$ cat src/rtl/uart_arb_pkg.sv
// uart_arb_pkg: shared state encoding, tag prefix and width helper for the UART TX arbiter
package uart_arb_pkg;
  typedef enum logic [1:0] {S_IDLE, S_TAG, S_START, S_WAIT} state_e;
  localparam logic [7:0] TAG_PREFIX = 8'hF0;
  function automatic int idx_w(input int n);
    return n > 1 ? $clog2(n) : 1;
  endfunction
endpackage

$ cat src/rtl/uart_rr_pick.sv
// uart_rr_pick: round-robin priority pick starting at ptr_i and wrapping
module uart_rr_pick #(
  parameter int N  = 4,
  parameter int IW = 2
) (
  input  logic [N-1:0]  req_i,
  input  logic [IW-1:0] ptr_i,
  output logic [N-1:0]  gnt_o,
  output logic [IW-1:0] idx_o,
  output logic          any_o
);
  // Scan from farthest to nearest so the last hit is the closest to the pointer
  always_comb begin
    gnt_o = '0;
    idx_o = '0;
    any_o = 1'b0;
    for (int k = N - 1; k >= 0; k--) begin
      if (req_i[(int'(ptr_i) + k) % N]) begin
        gnt_o = '0;
        gnt_o[(int'(ptr_i) + k) % N] = 1'b1;
        idx_o = IW'((int'(ptr_i) + k) % N);
        any_o = 1'b1;
      end
    end
  end
endmodule

$ cat src/rtl/uart_tx_arbiter.sv
// uart_tx_arbiter: round-robin sharing of one UART transmitter among NUM_REQ producers
// UART_TX_ARB_TAG_EN: precede each payload frame with a TAG_PREFIX|grant_id frame
module uart_tx_arbiter
  import uart_arb_pkg::*;
#(
  parameter int NUM_REQ     = 4,
  parameter int DATA_W      = 8,
  parameter int TIMEOUT_CYC = 4096,
  localparam int IW         = idx_w(NUM_REQ)
) (
  input  logic                      clk,
  input  logic                      rst,
  input  logic [NUM_REQ-1:0]        req_valid,
  input  logic [NUM_REQ*DATA_W-1:0] req_data,
  output logic [NUM_REQ-1:0]        req_ready,
  input  logic                      tx_busy,
  input  logic                      tx_done,
  output logic                      tx_start,
  output logic [DATA_W-1:0]         tx_data,
  output logic [IW-1:0]             grant_id,
  output logic                      active,
  output logic                      timeout_err
);
  localparam int CW = $clog2(TIMEOUT_CYC + 1);
  state_e              state_q;
  logic [NUM_REQ-1:0]  gnt;
  logic [IW-1:0]       idx, ptr_q, grant_q;
  logic                any;
  logic [DATA_W-1:0]   data_q, req_byte;
  logic [CW-1:0]       cnt_q;
  logic                err_q;
`ifdef UART_TX_ARB_TAG_EN
  logic [DATA_W-1:0]   pay_q;
  logic                tag_q;
`endif
  uart_rr_pick #(.N(NUM_REQ), .IW(IW)) u_pick (
    .req_i(req_valid), .ptr_i(ptr_q), .gnt_o(gnt), .idx_o(idx), .any_o(any)
  );
  assign req_byte    = req_data[idx*DATA_W +: DATA_W];
  assign req_ready   = (state_q == S_IDLE) ? gnt : '0;
  assign tx_start    = (state_q == S_START || state_q == S_TAG) && !tx_busy;
  assign active      = state_q != S_IDLE;
  assign tx_data     = data_q;
  assign grant_id    = grant_q;
  assign timeout_err = err_q;
  always_ff @(posedge clk) begin
    if (rst) begin
      state_q <= S_IDLE;
      ptr_q   <= '0;
      grant_q <= '0;
      data_q  <= '0;
      cnt_q   <= '0;
      err_q   <= 1'b0;
`ifdef UART_TX_ARB_TAG_EN
      pay_q   <= '0;
      tag_q   <= 1'b0;
`endif
    end else begin
      case (state_q)
        S_IDLE: if (any) begin
          grant_q <= idx;
          ptr_q   <= (idx == IW'(NUM_REQ - 1)) ? '0 : idx + 1'b1;
`ifdef UART_TX_ARB_TAG_EN
          data_q  <= DATA_W'(TAG_PREFIX) | DATA_W'(idx);
          pay_q   <= req_byte;
          tag_q   <= 1'b1;
          state_q <= S_TAG;
`else
          data_q  <= req_byte;
          state_q <= S_START;
`endif
        end
        S_TAG, S_START: if (!tx_busy) begin
          cnt_q   <= '0;
          state_q <= S_WAIT;
        end
        // A timeout abandons whatever is pending, including a payload behind a tag
        S_WAIT: if (tx_done) begin
`ifdef UART_TX_ARB_TAG_EN
          tag_q   <= 1'b0;
          data_q  <= tag_q ? pay_q : data_q;
          state_q <= tag_q ? S_START : S_IDLE;
`else
          state_q <= S_IDLE;
`endif
        end else if (cnt_q == CW'(TIMEOUT_CYC - 1)) begin
          err_q   <= 1'b1;
          state_q <= S_IDLE;
        end else begin
          cnt_q   <= cnt_q + 1'b1;
        end
        default: state_q <= S_IDLE;
      endcase
    end
  end
endmodule

$ cat config.mk
export PLATFORM = sky130hd
export DESIGN_NAME = uart_tx_arbiter
export DESIGN_NICKNAME = d
export VERILOG_FILES = /design/src/rtl/uart_arb_pkg.sv /design/src/rtl/uart_rr_pick.sv /design/src/rtl/uart_tx_arbiter.sv
export SDC_FILE = /design/constraint.sdc
export NUM_CORES = 1
export LEC_CHECK = 0
export CORE_MARGIN = 10
export CORE_UTILIZATION = 49
export DETAILED_ROUTE_END_ITERATION = 10
export GPL_TIMING_DRIVEN = 1
export PLACE_DENSITY = 0.81
export SYNTH_ARGS = -nofsm -noshare
export SYNTH_HDL_FRONTEND = slang
export SYNTH_SLANG_ARGS = --single-unit
$ cat constraint.sdc
create_clock -name clk -period 3.44 [get_ports clk]
set_input_delay 0.86 -clock clk [delete_from_list [all_inputs] [get_ports clk]]
set_output_delay 0.86 -clock clk [all_outputs]
set_load 0.05 [all_outputs]
==> impl_metrics.csv <==
group,metric,value,unit
status,status,"complete, no violations",
logic_synthesis,ys.flop_type,"dfxtp_1",
worst_setup_path,cp.required,2580,ps
clock_network,h-tree-depth,1,
finish,syn_to_final_growth,42.1,%
logic_synthesis,synth_edf_count,0,
worst_setup_path,crit_path_start,"req_valid[2]",
logic_synthesis,syn_nets,300,
finish,seq_area,562,sq um
routing,routed-via-count,2124,
worst_setup_path,setup.worst_path.start_class,"primary input",
worst_setup_path,r2r-start,"ptr_q[0]",
sta,setup_violations,0,
routing,ant_nets,0,
logic_synthesis,seq_area_frac_synth,26.9,%
clock_network,cts_hold_buf,0,
finish,utilization,73.0,%
global_route,grt_max_degree,20,
logic_synthesis,synth.distinct_cells,50,
power,p_per_area,999,nW/um^2
logic_synthesis,async_flop_share,0,%
power,ir_drop,571,uV
power,switchingPower,1400,uW
clock_network,clk_latency,270,ps
clock_network,clockBufferDepth,2,
routing,totalWireLength,6150,um
sta,rsz0062_at_grt,"no",
power,power_frac_comb,75.7,%
worst_setup_path,critical_path_arrival,2480,ps
hold_path,holdCritStartpoint,"timeout_err",
worst_setup_path,cp-end-kind,"primary output",
routing,vias_per_cell,5.77,
hold_path,hold_class,"register to register",
power,switching_share,47.5,%
finish,n_fill_cell,307,
logic_synthesis,synth.cells.most_frequent,"28 x dfxtp_1, 25 x nor2_1, 22 x nand2_1, 20 x a21oi_1",
floorplan,core-area,4060,sq um
power,pwr-share-seq,15.6,%
logic_synthesis,yosys.area.top_type_share,26.9,%
routing,drtIter0Drc,168,
power,power.leakage,0.00119,uW
sta,tns,0,ps
clock_network,cts_inserted_buffers,3,
finish,layout-drive-gt1-share,17.9,%
power,p_int,1550,uW
sta,slew_headroom,45.0,%
global_route,grt_pass1_vias,2173,
routing,drc,0,
worst_setup_path,critical_path.max_fanout,4,
routing,firstDrtPassIters,4,
sta,worst_slack,96.8,ps
worst_setup_path,worstSetupPathType,"primary input to primary output",
global_route,grt.total_usage,16.2,%
logic_synthesis,ys_ff_latch,28,
finish,nNetsFinal,371,
floorplan,boundaryPins,57,
clock_network,cts_sinks,28,
floorplan,floorplan.die_area,7260,sq um
clock_network,path_clk_slew,100,ps
logic_synthesis,synth_cells,248,
logic_synthesis,syn_area_per_cell,8.41,sq um
logic_synthesis,synthTopCellsByArea,"dfxtp_1 27%, ha_1 7.2%, mux2i_1 5.8%",
sta,finalMaxSlewViolations,0,
place,gp_congestion,0.875,
floorplan,die_h,85.2,um
sta,fmax,299,MHz
finish,multi_input_area,1480,sq um
place,dp_slack,-290,ps
global_route,grt_pass1_wl,10100,um
floorplan,start_util,51.4,%
logic_synthesis,synth_most_common_cell,"dfxtp_1",
floorplan,die_w,85.2,um
global_route,gr-total-overflow,0,
power,pwr-share-clk,8.7,%
sta,fin_crit,3340,ps
logic_synthesis,yosys_warnings,0,
routing,wl_per_cell,16.7,um
place,portBuffers,56,
place,hpwlAfterDp,4720,um
sta,hold_viol_final,0,
finish,diodes,0,
sta,finalCritPeriodShare,97.2,%
sta,worst_slew_pin_slew,822,ps
clock_network,clockRootBuffer,"clkbuf_8",
global_route,antenna_found_initial,0,
sta,fin_skew,4.53,ps
clock_network,cts_tree,"built",
worst_setup_path,r2r_slack,490,ps
logic_synthesis,synth_area,2080,sq um
flow_run,cap_violations,0,
floorplan,rows,23,
logic_synthesis,yosysTopAreaCell,"dfxtp_1",
worst max-delay path, stage by stage:
cell	delay, ps
clkdlybuf4s15_1	170
mux4_2	480
a21oi_2	140
a21boi_4	220
a221o_1	190
nand3_2	100
a21oi_4	180
buf_12	150
layout make-up:
cell class / count / share of cell area (%)
multi-input cells: 200 / 49.8
repair buffers: 77 / 25.6
flip-flops and latches: 28 / 19.0
well taps: 50 / 2.11
clock buffers: 3 / 1.39
inverters: 9 / 1.14
clock inverters: 1 / 1.01
cell families after synthesis:
group	share of synthesized area [%]
AOI/OAI and AO/OA	24.2
DFF	26.9
adders and majority gates	7.20
xor gates and xnor gates	3.36
muxes	12.4
buffers and inverters	4.50
and+or+nand+nor	21.4
through the flow:
stage,hold WS [ps],total power [uW],instance area [sq um],std cells
after global placement,443,2580,2860,363
after global routing,527,3140,2960,368
after CTS,493,2920,2950,367
after floorplan,458,1910,2100,248
after detailed placement,458,2630,2860,363
final,500,2960,2960,368
power groups by stage:
| stage | combinational, uW | sequential, uW | clock, uW |
|---|---|---|---|
| finish | 2240 | 460 | 258 |
| global route | 2390 | 468 | 278 |
| CTS | 2200 | 457 | 264 |
| detailed placement | 2160 | 463 | 0 |
| global placement | 2120 | 459 | 0 |
| floorplan | 1260 | 649 | 0 |
registers in the layout (all words and copies together) (netlist names):
| register | cells |
|---|---|
| cnt_q | 13 |
| grant_id | 2 |
| ptr_q | 2 |
| state_q | 2 |
| timeout_err | 1 |
| tx_data | 8 |
what timing repair did:
action                                  in CTS  in global routing
hold endpoints to repair                     0                  0
gates resized for setup                      8                  9
setup buffers                                0                  1
pin swaps                                    3                  4
endpoints found under the setup margin       4                  4
cell usage in the layout, fill, tap and decap left out, types with 7 or more instances in the layout:
master	n
a21oi_1	15
buf_4	21
clkdlybuf4s50_1	47
dfxtp_1	27
ha_1	11
inv_1	9
mux2i_1	12
nand2_1	22
nand2b_1	7
nand3_1	8
nor2_1	25
o21ai_0	10
final timing paths:
path / cells after the start / endpoint
setup / recovery: 8 / req_ready[2]
hold / removal: 2 / timeout_err
setup reg to reg: 10 / tx_data[7]
hold reg to reg: 2 / timeout_err
layer usage:
layer	GRT usage, %	share of wire, %	vias to the layer above	wire [um]
li1	-	-	1049	-
met1	18.0	42	1004	2580
met4	4.04	0.54	0	33
met5	0	0	-	0
met2	28.6	50	66	3110
met3	5.64	7.0	5	432
(Power assumes the default switching activity.)
